===== config.mk =====
export PLATFORM = sky130hd
export DESIGN_NAME = id_ex_stage_reg
export DESIGN_NICKNAME = d
export VERILOG_FILES = /design/src/rtl/id_ex_stage_reg.sv
export SDC_FILE = /design/constraint.sdc
export NUM_CORES = 1
export LEC_CHECK = 0
export BUFFER_PORTS_ARGS = -buffer_cell sky130_fd_sc_hd__buf_2
export CAP_MARGIN = 25
export CORE_UTILIZATION = 42
export CTS_CLUSTER_DIAMETER = 40
export DETAILED_ROUTE_END_ITERATION = 8
export PLACE_DENSITY = 0.85
export SKIP_CTS_REPAIR_TIMING = 1
export SLEW_MARGIN = 20
export SYNTH_ARGS = -nofsm -noshare
export SYNTH_HDL_FRONTEND = slang
export SYNTH_SLANG_ARGS = --single-unit

===== constraint.sdc =====
create_clock -name clk -period 3.4 [get_ports clk]
set_input_delay 0.17 -clock clk [delete_from_list [all_inputs] [get_ports clk]]
set_output_delay 0.17 -clock clk [all_outputs]
set_load 0.02 [all_outputs]

===== src/rtl/id_ex_stage_reg.sv =====
// id_ex_stage_reg: pipeline-stage register with valid/ready handshake, hazard
// bubble insertion, flush and a saturating bubble counter.
// Build option: define ID_EX_STAGE_REG_SKID_EN to add a one-entry skid slot,
// which gives full throughput with in_ready driven straight from a flop.
module id_ex_stage_reg #(
    parameter int unsigned       DATA_W    = 101,
    parameter int unsigned       CTRL_W    = 9,
    parameter logic [CTRL_W-1:0] CTRL_NOP  = '0,
    parameter bit                ZERO_DATA = 1'b1,
    parameter int unsigned       CNT_W     = 16
) (
    input  logic              clk,
    input  logic              rst,
    input  logic              in_valid,
    output logic              in_ready,
    input  logic [DATA_W-1:0] in_data,
    input  logic [CTRL_W-1:0] in_ctrl,
    input  logic              bubble,
    input  logic              flush,
    output logic              out_valid,
    input  logic              out_ready,
    output logic [DATA_W-1:0] out_data,
    output logic [CTRL_W-1:0] out_ctrl,
    input  logic              clr_cnt,
    output logic [CNT_W-1:0]  bubble_cnt
);

    logic              out_valid_q, out_valid_d;
    logic [DATA_W-1:0] out_data_q, out_data_d;
    logic [CTRL_W-1:0] out_ctrl_q, out_ctrl_d;
    logic [CNT_W-1:0]  cnt_q, cnt_d;

    logic              slot_free;
    logic              skid_empty;
    logic              bubble_take;
    logic              in_xfer;
    logic              out_xfer;
    logic [DATA_W-1:0] bubble_data;

`ifdef ID_EX_STAGE_REG_SKID_EN
    logic              skid_valid_q, skid_valid_d;
    logic [DATA_W-1:0] skid_data_q, skid_data_d;
    logic [CTRL_W-1:0] skid_ctrl_q, skid_ctrl_d;
`endif

    // Handshake and hazard qualifiers
    always_comb begin
        slot_free = !out_valid_q || out_ready;
`ifdef ID_EX_STAGE_REG_SKID_EN
        skid_empty = !skid_valid_q;
        // Registered ready: depends only on the skid flop and the hazard inputs
        in_ready   = !skid_valid_q && !bubble && !flush;
`else
        skid_empty = 1'b1;
        in_ready   = slot_free && !bubble && !flush;
`endif
        bubble_take = bubble && !flush && slot_free && skid_empty;
        in_xfer     = in_valid && in_ready;
        out_xfer    = out_valid_q && out_ready;
        bubble_data = ZERO_DATA ? '0 : in_data;
    end

    // Next state of the main slot (and skid slot): flush > bubble > transfer
    always_comb begin
        out_valid_d = out_valid_q;
        out_data_d  = out_data_q;
        out_ctrl_d  = out_ctrl_q;
`ifdef ID_EX_STAGE_REG_SKID_EN
        skid_valid_d = skid_valid_q;
        skid_data_d  = skid_data_q;
        skid_ctrl_d  = skid_ctrl_q;
`endif
        if (flush) begin
            out_valid_d = 1'b0;
            out_ctrl_d  = CTRL_NOP;
`ifdef ID_EX_STAGE_REG_SKID_EN
            skid_valid_d = 1'b0;
`endif
        end else if (bubble_take) begin
            out_valid_d = 1'b1;
            out_data_d  = bubble_data;
            out_ctrl_d  = CTRL_NOP;
        end else begin
`ifdef ID_EX_STAGE_REG_SKID_EN
            // An occupied skid implies in_ready=0, so only the drain path applies
            if (skid_valid_q) begin
                if (slot_free) begin
                    out_valid_d  = 1'b1;
                    out_data_d   = skid_data_q;
                    out_ctrl_d   = skid_ctrl_q;
                    skid_valid_d = 1'b0;
                end
            end else
`endif
            if (in_xfer && slot_free) begin
                out_valid_d = 1'b1;
                out_data_d  = in_data;
                out_ctrl_d  = in_ctrl;
            end
`ifdef ID_EX_STAGE_REG_SKID_EN
            else if (in_xfer) begin
                skid_valid_d = 1'b1;
                skid_data_d  = in_data;
                skid_ctrl_d  = in_ctrl;
            end
`endif
            else if (out_xfer) begin
                out_valid_d = 1'b0;
            end
        end
    end

    // Saturating bubble counter; clear wins over a same-cycle increment
    always_comb begin
        cnt_d = cnt_q;
        if (clr_cnt) begin
            cnt_d = '0;
        end else if (bubble_take && (cnt_q != {CNT_W{1'b1}})) begin
            cnt_d = cnt_q + 1'b1;
        end
    end

    // State registers with asynchronous reset
    always_ff @(posedge clk or posedge rst) begin
        if (rst) begin
            out_valid_q <= 1'b0;
            out_data_q  <= '0;
            out_ctrl_q  <= CTRL_NOP;
            cnt_q       <= '0;
        end else begin
            out_valid_q <= out_valid_d;
            out_data_q  <= out_data_d;
            out_ctrl_q  <= out_ctrl_d;
            cnt_q       <= cnt_d;
        end
    end

`ifdef ID_EX_STAGE_REG_SKID_EN
    // Skid slot registers
    always_ff @(posedge clk or posedge rst) begin
        if (rst) begin
            skid_valid_q <= 1'b0;
            skid_data_q  <= '0;
            skid_ctrl_q  <= CTRL_NOP;
        end else begin
            skid_valid_q <= skid_valid_d;
            skid_data_q  <= skid_data_d;
            skid_ctrl_q  <= skid_ctrl_d;
        end
    end
`endif

    assign out_valid  = out_valid_q;
    assign out_data   = out_data_q;
    assign out_ctrl   = out_ctrl_q;
    assign bubble_cnt = cnt_q;

endmodule


After elaboration in Yosys (flattened, before gate mapping)

Cells that the tools add are included.

Shift operators: 0
$lt $le $gt $ge: 0
Multiplexer cells: 11
Divide/modulo/power cells: 0
Reductions and logical operators: 17
$mul: 0
Equal/unequal tests: 1
Add/sub/neg operators: 1
Bitwise gates (word level): 1

Operators with widths:

| cell                                                             | number |
|---|---|
| 101-bit two-way mux                                              | 2 |
| 16-bit two-way mux                                               | 2 |
| 9-bit two-way mux                                                | 3 |
| 16-bit by 1-bit adder with 16-bit output (second input constant) | 1 |
| 16-bit != test (second input constant)                           | 1 |
| 1-bit logical AND                                                | 8 |
| 1-bit two-way mux                                                | 4 |
| 2-bit nonzero test                                               | 2 |
| 4-bit nonzero test                                               | 1 |
| 1-bit logical NOT                                                | 3 |
| 3-bit nonzero test                                               | 1 |
| 2-bit AND reduction                                              | 1 |
| 1-bit logical OR                                                 | 1 |
| 1-bit NOT                                                        | 1 |

Output and inout bits: 128
Memory bits (read-only): 0
Input port bits: 117
Latch bits: 0
Bits in writable memories: 0
Register bits after elaboration: 127
Logic and storage cells: 35
Memories: 0

Logic depth before layout (Yosys ltp)

Gate-level depths: netlist of the first run.

Depth in word-level cells: 9
Mapped depth: 7
Gate-level depth less buffers: 5

Least setup slack after synthesis of the first run

OpenSTA, ideal clock, no wires.

Kind: reg-to-reg
Start: register cnt_q[0] (netlist: bubble_cnt[0])
End: register cnt_q[11] (netlist: bubble_cnt[11])
Setup time: 0.125 ns
Data required time: 3.275 ns
Clock period less this slack: 1.889 ns
Buffers on the path: 1
Stages on the path, launching flop included: 7
Setup slack: 1.511 ns
Arrival time: 1.763 ns
Cell sequence: dfrtp_1 > ha_1 > and4_1 > nor4b_4 > buf_6 > nor4_2 > mux2_4

Word-level cells in the longest chain between the ends: 3
Elaborated cells between the ends (all ways): 6
Those cells by class: add/sub (1); eq/ne (1); mux (2); reduce/logical (2)

Ends and longest elaborated chain:

| what                                                                              | RTL line | source |
|---|---|---|
| start, declared                                                                   | 31       | `logic [CNT_W-1:0] cnt_q, cnt_d;` |
| start signal, assigned                                                            | 134      | `cnt_q <= cnt_d;` |
| 16-bit by 1-bit adder with 16-bit output / 16-bit != test (equally long branches) | 119, 118 |  |
| 16-bit two-way mux / 1-bit logical AND (equally long branches)                    | 118      | `end else if (bubble_take && (cnt_q != {CNT_W{1'b1}})) begin` |
| 16-bit two-way mux / 2-bit nonzero test (equally long branches)                   | -        |  |

Parallel ways exist; a longest one is shown, timed or not. The select of a mux whose other input is x is not followed.
A chain may end at the register's enable or synchronous reset.

Worst setup path in the final report of the first run

Start: register cnt_q[0] (netlist: bubble_cnt[0])
End: register cnt_q[15] (netlist: bubble_cnt[15])

The elaborated chain is that of the path after synthesis.

==> reports/qor.txt, run 1 <==
Average instance area after synthesis - 9.36 sq um
Worst slew margin relative to its limit - 0.357
Max Cap Viol - 0
Number of clock sinks seen by CTS - 127
Endpoint kind of the worst setup timing path - register
Starting density of the core - 0.438
Critical Path Source Type - register
Fraction of layout instances using a drive strength above 1 - 0.333
Critical path class - reg2reg
Last weighted congestion value of the routability-driven placer - 0.833
Fraction of met1 tracks used by global routing - 0.252
Bufs on Longest Clock Path - 2
Static leakage - 4.10 nW
Critical path depth - 5
Cell count after placement - 957
Final period demand of the worst path - 2.21 ns
Top cells by count, synth - sky130_fd_sc_hd__nand2_1 (210), sky130_fd_sc_hd__dfrtp_1 (127), sky130_fd_sc_hd__o21ai_0 (105), sky130_fd_sc_hd__clkbuf_1 (18), sky130_fd_sc_hd__a21oi_1 (11)
Fmax - 453 MHz
Vias in the first global route - 4,640
Power per cell area - 512 nW/um^2
Final number of max-transition violations - 0
Clock transition at the registers of the reported paths - 0.06 ns
CTS Buf Count - 17
Fin Setup TNS - 0 ns
Number of antenna-violating nets in the routed design - 0
Number of DRC violations after detailed-routing iteration 0 - 361
Final clock period utilization by the worst path - 0.650
Area Growth Syn to Fin - 51.8%
Combined area of all synthesized cells - 5340 sq um
Synthesized instance count - 571
Number of non-filler instances in the completed layout - 1,069
Count of flip-flops with a built-in enable after synthesis - 0
Met2 Resource Use GR - 0.352
Worst VDD drop - 0.350 mV
Vertical extent of the die - 115 microns
Number of input and output port buffers inserted - 244
CP Capture Point - bubble_cnt[15]
Number of remaining DRC errors - 0
Total vias in the final route - 5,354
Yosys cell types - 34
Final net count - 1,005
CP delay by family, top - simple AND/OR/NAND/NOR gates
Io pins - 245
Overall die area - 13,200 sq um
Reg-to-reg slack, setup - 1.19 ns
Worst-skew pair later-pin latency - 0.41 ns
Routed len/inst - 15.2 microns
Capture instance of the worst register-to-register path - bubble_cnt[15]
Largest cells by area after synthesis - sky130_fd_sc_hd__dfrtp_1 (59%), sky130_fd_sc_hd__nand2_1 (15%), sky130_fd_sc_hd__o21ai_0 (9.8%)
Async set-or-reset flop fraction in the synthesized netlist - 1.00
Largest net degree at the start of global routing - 128
R2R cell count - 5
Chip width - 115 microns
Nets in the synthesized netlist - 689
Endpoint required time on the critical path - 3.69 ns
Via/cell ratio - 5.01
Type of the tightest min-delay check - in2async
Site row count - 40
Startpoint of the worst setup timing path - bubble_cnt[0]
Seq/Total Area, Yosys - 0.595
Cell at the slowest stage of the critical path - sky130_fd_sc_hd__nor4b_4
Proportion of netlist area held by the largest area contributor - 0.595
Total track usage - 0.210
Buf/Inv on CP - 0
H-tree Lvls - 4
Total grt overflow - 0
HPWL after DPL - 9280 microns
Synth warn - 0
Status - finished with violations
Most Crowded Layer GR - met2
Tightest Pin Transition - 0.960 ns
Pre-CTS worst setup slack - 1.21 ns
Smallest hold slack - -0.107 ns
Min setup slack post-route - 1.19 ns
Met3 usage in global routing - 0.0675
Count leader, synth - sky130_fd_sc_hd__nand2_1
Overall routed net length - 16,300 microns
Number of hold violations in the final report - 79
Source of the worst register-to-register timing path - bubble_cnt[0]
TritonRoute pass-1 iters - 5
CP Data Arrival Time - 2.50 ns
Largest area contributor in the synthesized netlist - sky130_fd_sc_hd__dfrtp_1
First-pass GRT wire length - 21,600 microns
Initial antenna violation count - 0
CTS tree - done
Number of synthesized register bits - 127
Biggest cell delay along the critical path - 0.67 ns
Core area - 12,200 sq um
Leading register cell type out of synthesis - sky130_fd_sc_hd__dfrtp_1
Final setup fails - 0
Root buffer cell - sky130_fd_sc_hd__clkbuf_16
Setup repair after global routing missed its margin - no
Clk_skew - 0.0115 ns
Failing checks - hold timing
Cell chain of the critical path - ha_1 -> and4_1 -> nor4b_4 -> nor4_1 -> mux2_2
Maximum fanout along the worst path - 16
placed cells by master (no fill, tap or decap), types with 7 or more instances in the layout:
cell | Yosys | routed
sky130_fd_sc_hd__clkbuf_16 | 0 | 17
sky130_fd_sc_hd__a22o_1 | 9 | 9
sky130_fd_sc_hd__dfrtp_1 | 127 | 127
sky130_fd_sc_hd__nor2_1 | 10 | 10
sky130_fd_sc_hd__buf_4 | 10 | 10
sky130_fd_sc_hd__nand2_1 | 210 | 209
sky130_fd_sc_hd__a21oi_1 | 11 | 11
sky130_fd_sc_hd__dlygate4sd3_1 | 0 | 79
sky130_fd_sc_hd__buf_2 | 7 | 244
sky130_fd_sc_hd__nand3_1 | 7 | 7
sky130_fd_sc_hd__o31ai_1 | 7 | 7
sky130_fd_sc_hd__o21ai_0 | 105 | 105
registers in the layout, indices dropped and copies added (netlist names):
signal / flops
out_data: 101
out_ctrl: 9
out_valid: 1
bubble_cnt: 16
layer usage:
layer | routed length, microns | part of all wire | vias up
li1 | - | - | 2544
met1 | 6400 | 0.39 | 2541
met2 | 8380 | 0.52 | 233
met3 | 1080 | 0.066 | 36
met4 | 394 | 0.024 | 0
met5 | 0 | 0 | -
cell type report:
cell class                      count  area [sq um]
Clock inverter                     10           111
Timing Repair Buffer              336          2150
Inverter                            1          7.51
Multi-Input combinational cell    404          1980
Clock buffer                       22           474
Tap cell                          168           210
Antenna cell                        1          2.50
Fill cell                         891          4100
Sequential cell                   127          3180
worst min-delay path by stage:
stage	startpoint	to
global placement	in_data[40]	out_data[40]
CTS	in_data[28]	out_data[28]
detailed placement	in_data[9]	out_data[9]
finish	rst	out_data[64]
floorplan	flush	out_valid
global route	in_data[90]	out_data[90]
metrics by stage:
| stage | power (W) | util | area, sq um |
|---|---|---|---|
| detailed placement | 0.00232 | 0.551 | 6730 |
| finish | 0.00415 | 0.664 | 8110 |
| floorplan | 0.00206 | - | 5350 |
| global placement | 0.00230 | 0.551 | 6730 |
| global route | 0.00433 | 0.664 | 8110 |
| CTS | 0.00410 | 0.599 | 7310 |
worst min-delay path, stage by stage:
cell and delay [ns]:
sky130_fd_sc_hd__buf_2 0.12, sky130_fd_sc_hd__clkinvlp_4 0.07, sky130_fd_sc_hd__buf_12 0.43
power by group:
part | internal (W) | total [W] | switching, W
registers | 0.00164 | 0.00171 | 0.0000720
logic | 0.000258 | 0.000668 | 0.000409
clock network | 0.00113 | 0.00177 | 0.000642
kinds of logic (layout without fill, tap and decap cells):
family                   count (synthesis)  count (layout)  synth area share
other                                    0               1                 0
adder cells (fa/ha/maj)                  1               1           0.00234
AO/OA/AOI/OAI                          132             132             0.133
buffers and inverters                   40             369            0.0382
AND/OR/NAND/NOR                        266             266             0.220
multiplexers                             5               5            0.0112
flip-flops                             127             127             0.595
No activity file was read; power rests on OpenSTA's default activity.
==> run 2, diff against run 1 <==
CORE_UTILIZATION = 47   (was 42)
PLACE_DENSITY = 0.89   (was 0.85)
clock period = 2.1 ns   (was 3.4 ns; I/O delays follow)
==> reports/qor.txt, run 2 (synthesis results as in run 1) <==
Status - finished clean (was finished with violations)
Tightest Pin Transition - 0.577 ns (was 0.960 ns)
Power per cell area - 816 nW/um^2 (was 512 nW/um^2)
CTS Buf Count - 17 (unchanged)
First-pass GRT wire length - 21,600 microns (unchanged)
H-tree Lvls - 4 (unchanged)
Final number of max-transition violations - 0 (unchanged)
Clock transition at the registers of the reported paths - 0.05 ns (was 0.06 ns)
Clk_skew - 0.00770 ns (was 0.0115 ns)
Starting density of the core - 0.489 (was 0.438)
Vertical extent of the die - 109 microns (was 115 microns)
Bufs on Longest Clock Path - 2 (unchanged)
Io pins - 245 (unchanged)
Worst-skew pair later-pin latency - 0.41 ns (about the same)
Setup repair after global routing missed its margin - no (unchanged)
Number of remaining DRC errors - 0 (unchanged)
Final net count - 1,039 (was 1,005)
Fraction of met1 tracks used by global routing - 0.282 (was 0.252)
Worst VDD drop - 0.629 mV (was 0.350 mV)
Top library cells by usage in the layout, fill and taps aside - sky130_fd_sc_hd__buf_2 (244), sky130_fd_sc_hd__nand2_1 (209), sky130_fd_sc_hd__dfrtp_1 (127), sky130_fd_sc_hd__dlygate4sd3_1 (113), sky130_fd_sc_hd__o21ai_0 (105) (was sky130_fd_sc_hd__buf_2 (244), sky130_fd_sc_hd__nand2_1 (209), sky130_fd_sc_hd__dfrtp_1 (127), sky130_fd_sc_hd__o21ai_0 (105), sky130_fd_sc_hd__dlygate4sd3_1 (79))
Largest net degree at the start of global routing - 117 (was 128)
Most common cell after layout, fill and taps aside - sky130_fd_sc_hd__buf_2 (unchanged)
Final core utilization - 0.769 (was 0.664)
Number of non-filler instances in the completed layout - 1,073 (was 1,069)
Fin Setup TNS - 0 ns (unchanged)
Number of antenna-violating nets in the routed design - 0 (unchanged)
Core area - 10,900 sq um (was 12,200 sq um)
TritonRoute pass-1 iters - 5 (unchanged)
Vias in the first global route - 4,552 (was 4,640)
Number of clock sinks seen by CTS - 127 (unchanged)
Final period demand of the worst path - 1.99 ns (was 2.21 ns)
Critical Path Source Type - register (unchanged)
CP Data Arrival Time - 2.27 ns (was 2.50 ns)
Number of DRC violations after detailed-routing iteration 0 - 377 (was 361)
Cell chain of the critical path - ha_1 -> and4_1 -> nor4b_4 -> buf_4 -> nor4b_1 -> mux2_2 (was ha_1 -> and4_1 -> nor4b_4 -> nor4_1 -> mux2_2)
Root buffer cell - sky130_fd_sc_hd__clkbuf_16 (unchanged)
Endpoint kind of the worst setup timing path - register (unchanged)
Cell at the slowest stage of the critical path - sky130_fd_sc_hd__dfrtp_1 (was sky130_fd_sc_hd__nor4b_4)
Worst slew margin relative to its limit - 0.615 (was 0.357)
Overall routed net length - 18,100 microns (was 16,300 microns)
HPWL after DPL - 9650 microns (was 9280 microns)
Site row count - 38 (was 40)
Number of hold violations in the final report - 0 (was 79)
Routed len/inst - 16.8 microns (was 15.2 microns)
Critical path class - reg2reg (unchanged)
Total track usage - 0.240 (was 0.210)
Antenna cells - 0 (was 1)
Most Crowded Layer GR - met2 (unchanged)
Chip width - 109 microns (was 115 microns)
Fraction of layout instances using a drive strength above 1 - 0.316 (was 0.333)
Register area - 3180 sq um (unchanged)
Met2 Resource Use GR - 0.400 (was 0.352)
Total grt overflow - 0 (unchanged)
Fmax - 503 MHz (was 453 MHz)
Met3 usage in global routing - 0.0753 (was 0.0675)
Overall die area - 11,800 sq um (was 13,200 sq um)
Endpoint required time on the critical path - 2.38 ns (was 3.69 ns)
Max Cap Viol - 0 (unchanged)
Static leakage - 4.24 nW (was 4.10 nW)
Area Growth Syn to Fin - 57.4% (was 51.8%)
Number of filler instances in the final layout - 651 (was 891)
Cell count after placement - 929 (was 957)
Final clock period utilization by the worst path - 0.946 (was 0.650)
Biggest cell delay along the critical path - 0.38 ns (was 0.67 ns)
Maximum fanout along the worst path - 10 (was 16)
CTS tree - done (unchanged)
Area used by multi-input combinational logic - 1980 sq um (unchanged)
Number of input and output port buffers inserted - 244 (unchanged)
Number of flip-flops under the largest register name - 101 (unchanged)
Via/cell ratio - 5.28 (was 5.01)
Type of the tightest min-delay check - in2reg (was in2async)
Initial antenna violation count - 0 (unchanged)
Total vias in the final route - 5,662 (was 5,354)
Final setup fails - 0 (unchanged)
Last weighted congestion value of the routability-driven placer - 0.818 (was 0.833)
run 2: where the power goes:
part | total, W | internal (W) | switching (W) | leakage (nW)
Clock | 0.00293 | 0.00192 | 0.00101 | 0.281
Combinational | 0.00117 | 0.000460 | 0.000705 | 2.26
Sequential | 0.00277 | 0.00265 | 0.000119 | 1.70
run 2: area by class of cell:
cell class	instances	area share
timing repair buffer	370	0.296
inverter	1	0.000893
sequential	127	0.378
clock buffer	25	0.0565
clock inverter	6	0.0128
tap	140	0.0208
multi-input combinational	404	0.235
run 2: per-layer routing:
| layer | up-vias | wire (microns) |
|---|---|---|
| met5 | - | 0 |
| met2 | 284 | 9470 |
| li1 | 2613 | - |
| met4 | 0 | 636 |
| met1 | 2709 | 6710 |
| met3 | 56 | 1260 |
run 2: path summary, 6_finish.rpt:
kind	slack, ns	to	depth (start not counted)	from
min reg2reg	0.50	out_ctrl[5]	1	out_ctrl[5]
min	0.12	bubble_cnt[3]	2	clr_cnt
max reg2reg	0.11	bubble_cnt[9]	6	bubble_cnt[0]
min in group asynchronous	0.41	out_data[49]	4	rst
max	0.11	bubble_cnt[9]	6	bubble_cnt[0]
max in group asynchronous	1.20	bubble_cnt[7]	4	rst
run 2: stage by stage:
step           worst slack (ns)  hold WS (ns)  instance area, sq um  total power (W)
6_report                  0.113         0.116                  8410          0.00686
5_1_grt                0.000885         0.128                  8410          0.00712
4_1_cts                   0.121        -0.166                  7280          0.00667
3_5_place_dp              0.144         0.277                  6690          0.00376
3_3_place_gp              0.192         0.270                  6690          0.00372
2_1_floorplan             0.211         0.171                  5350          0.00333
run 2: critical path: cells and delay by family, from the launching register on:
family,cells,cell delay (ns)
and+or+nand+nor,3,0.71
adders and majority gates,1,0.22
buffers and inverters,1,0.17
muxes,1,0.38
DFF,1,0.38
==> run 3, diff against run 2 <==
CORE_UTILIZATION = 42   (was 47)
PLACE_DENSITY = 0.85   (was 0.89)
RECOVER_POWER = 100   (was not set)
clock period = 1.7 ns   (was 2.1 ns; I/O delays follow)
==> reports/qor.txt, run 3 (synthesis results as in run 1) <==
Final setup fails - 15 (was 0)
Failing checks - setup timing
Final clock period utilization by the worst path - 1.06 (was 0.946)
Most common cell after layout, fill and taps aside - sky130_fd_sc_hd__nand2_1 (was sky130_fd_sc_hd__buf_2)
Fraction of layout instances using a drive strength above 1 - 0.233 (was 0.316)
Biggest cell delay along the critical path - 0.51 ns (was 0.38 ns)
Initial antenna violation count - 0 (unchanged)
CP Data Arrival Time - 2.14 ns (was 2.27 ns)
Critical path class - reg2reg (unchanged)
Bufs on Longest Clock Path - 2 (unchanged)
Relative contribution of the clock network to total power - 0.425 (was 0.426)
Buf/Inv on CP - 1 (unchanged)
Max Cap Viol - 0 (unchanged)
Seq pwr share - 0.408 (was 0.404)
Area used by multi-input combinational logic - 2040 sq um (was 1980 sq um)
Final core utilization - 0.709 (was 0.769)
Top library cells by usage in the layout, fill and taps aside - sky130_fd_sc_hd__nand2_1 (209), sky130_fd_sc_hd__buf_2 (130), sky130_fd_sc_hd__dfrtp_1 (125), sky130_fd_sc_hd__clkbuf_1 (118), sky130_fd_sc_hd__dlygate4sd3_1 (113) (was sky130_fd_sc_hd__buf_2 (244), sky130_fd_sc_hd__nand2_1 (209), sky130_fd_sc_hd__dfrtp_1 (127), sky130_fd_sc_hd__dlygate4sd3_1 (113), sky130_fd_sc_hd__o21ai_0 (105))
Number of non-filler instances in the completed layout - 1,130 (was 1,073)
Net switching power - 0.00231 W (was 0.00183 W)
Endpoint kind of the worst setup timing path - register (unchanged)
Total grt overflow - 0 (unchanged)
Overall Power - 0.00841 W (was 0.00686 W)
Number of clock sinks seen by CTS - 127 (unchanged)
Io pins - 245 (unchanged)
Internal power consumption - 0.00610 W (was 0.00503 W)
Cell at the slowest stage of the critical path - sky130_fd_sc_hd__or4_4 (was sky130_fd_sc_hd__dfrtp_1)
Register area - 3180 sq um (about the same)
Part of the power in combinational logic - 0.167 (was 0.170)
Overall routed net length - 19,400 microns (was 18,100 microns)
Number of DRC violations after detailed-routing iteration 0 - 672 (was 377)
Clk_skew - 0.00565 ns (was 0.00770 ns)
HPWL after DPL - 9880 microns (was 9650 microns)
Switch share - 0.275 (was 0.266)
CTS tree - done (unchanged)
CP delay by family, top - simple AND/OR/NAND/NOR gates (unchanged)
Number of antenna-violating nets in the routed design - 0 (unchanged)
Number of input and output port buffers inserted - 244 (unchanged)
Number of flip-flops under the largest register name - 101 (unchanged)
Critical Path Source Type - register (unchanged)
Cell chain of the critical path - ha_4 -> and4_4 -> nor4b_4 -> buf_12 -> or4_4 -> a21oi_2 (was ha_1 -> and4_1 -> nor4b_4 -> buf_4 -> nor4b_1 -> mux2_2)
Overall die area - 13,200 sq um (was 11,800 sq um)
Root buffer cell - sky130_fd_sc_hd__clkbuf_16 (unchanged)
Core area - 12,200 sq um (was 10,900 sq um)
Number of filler instances in the final layout - 906 (was 651)
Total track usage - 0.222 (was 0.240)
Setup repair after global routing missed its margin - yes (was no)
Worst-skew pair later-pin latency - 0.41 ns (about the same)
Site row count - 40 (was 38)
Worst slew margin relative to its limit - 0.421 (was 0.615)
Total vias in the final route - 5,897 (was 5,662)
H-tree Lvls - 4 (unchanged)
Fmax - 554 MHz (was 503 MHz)
Final net count - 1,066 (was 1,039)
Final number of max-transition violations - 0 (unchanged)
Power per cell area - 972 nW/um^2 (was 816 nW/um^2)
CTS Buf Count - 17 (unchanged)
First-pass GRT wire length - 22,600 microns (was 21,600 microns)
Fin Setup TNS - -0.720 ns (was 0 ns)
Final period demand of the worst path - 1.80 ns (was 1.99 ns)
Largest net degree at the start of global routing - 92 (was 117)
Vertical extent of the die - 115 microns (was 109 microns)
Vias in the first global route - 4,738 (was 4,552)
Status - finished with violations (was finished clean)
Clock transition at the registers of the reported paths - 0.06 ns (was 0.05 ns)
Cell count after placement - 976 (was 929)
Last weighted congestion value of the routability-driven placer - 0.875 (was 0.818)
Via/cell ratio - 5.22 (was 5.28)
Static leakage - 3.96 nW (was 4.24 nW)
TritonRoute pass-1 iters - 6 (was 5)
Maximum fanout along the worst path - 10 (unchanged)
Worst VDD drop - 0.866 mV (was 0.629 mV)
Type of the tightest min-delay check - in2reg (unchanged)
Area Growth Syn to Fin - 62.0% (was 57.4%)
Number of hold violations in the final report - 0 (unchanged)
Chip width - 115 microns (was 109 microns)
Routed len/inst - 17.2 microns (was 16.8 microns)
Min setup slack post-route - -0.104 ns (was 0.113 ns)
Tightest Pin Transition - 0.868 ns (was 0.577 ns)
Starting density of the core - 0.438 (was 0.489)
Endpoint required time on the critical path - 2.04 ns (was 2.38 ns)
Smallest hold slack - 0.107 ns (was 0.116 ns)
Number of remaining DRC errors - 0 (unchanged)
[run 3: cell count changes in the layout (fill, tap and decap cells not counted), moves of 3 or more]
cell / delta
sky130_fd_sc_hd__buf_2: -114
sky130_fd_sc_hd__clkbuf_1: +112
sky130_fd_sc_hd__buf_4: +15
sky130_fd_sc_hd__buf_6: +6
sky130_fd_sc_hd__a21oi_1: -3
sky130_fd_sc_hd__a21oi_2: +3
sky130_fd_sc_hd__o21ai_0: -3
[run 3: final timing paths]
check | startpoint | end | slack, ns | depth (start not counted)
setup / recovery | bubble_cnt[0] | bubble_cnt[7] | -0.10 | 6
hold / removal | clr_cnt | bubble_cnt[1] | 0.11 | 2
setup reg to reg | bubble_cnt[0] | bubble_cnt[7] | -0.10 | 6
hold reg to reg | out_ctrl[3] | out_ctrl[3] | 0.50 | 1
max in group asynchronous | rst | bubble_cnt[0] | 0.54 | 4
min in group asynchronous | rst | out_ctrl[5] | 0.56 | 4
[run 3: power by group through the flow]
stage / Sequential, W / Combinational (W) / Clock (W)
floorplan: 0.00378 / 0.000339 / 0
global placement: 0.00345 / 0.00117 / 0
detailed placement: 0.00345 / 0.00120 / 0
CTS: 0.00341 / 0.00120 / 0.00359
global route: 0.00346 / 0.00151 / 0.00376
finish: 0.00343 / 0.00141 / 0.00358
[run 3: per-layer routing]
metal / global-route usage / vias to the layer above / wire length (microns)
li1: - / 2666 / -
met1: 0.265 / 2813 / 7470
met2: 0.377 / 347 / 9860
met3: 0.0706 / 71 / 1370
met4: 0.0857 / 0 / 688
met5: 0 / - / 0
[run 3: stage by stage]
| step | setup slack (ns) | cell area, sq um |
|---|---|---|
| after floorplan | -0.0879 | 5380 |
| after global placement | -0.0655 | 6930 |
| after detailed placement | -0.135 | 6930 |
| after CTS | -0.151 | 7510 |
| after global routing | -0.173 | 8650 |
| final | -0.104 | 8650 |
[run 3: worst reg2reg max path, stage by stage (launching register included)]
cell and delay (ns):
sky130_fd_sc_hd__dfrtp_2 0.42, sky130_fd_sc_hd__ha_4 0.17, sky130_fd_sc_hd__and4_4 0.19, sky130_fd_sc_hd__nor4b_4 0.16, sky130_fd_sc_hd__buf_12 0.15, sky130_fd_sc_hd__or4_4 0.51
sky130_fd_sc_hd__a21oi_2 0.13
[run 3: cell type report]
class | instances | share of cell area
multi-input cells | 404 | 0.236
repair buffers | 397 | 0.304
diodes | 2 | 0.000578
clock buffers | 25 | 0.0573
clock inverters | 6 | 0.00954
flip-flops and latches | 127 | 0.368
well taps | 168 | 0.0243
inverters | 1 | 0.000868
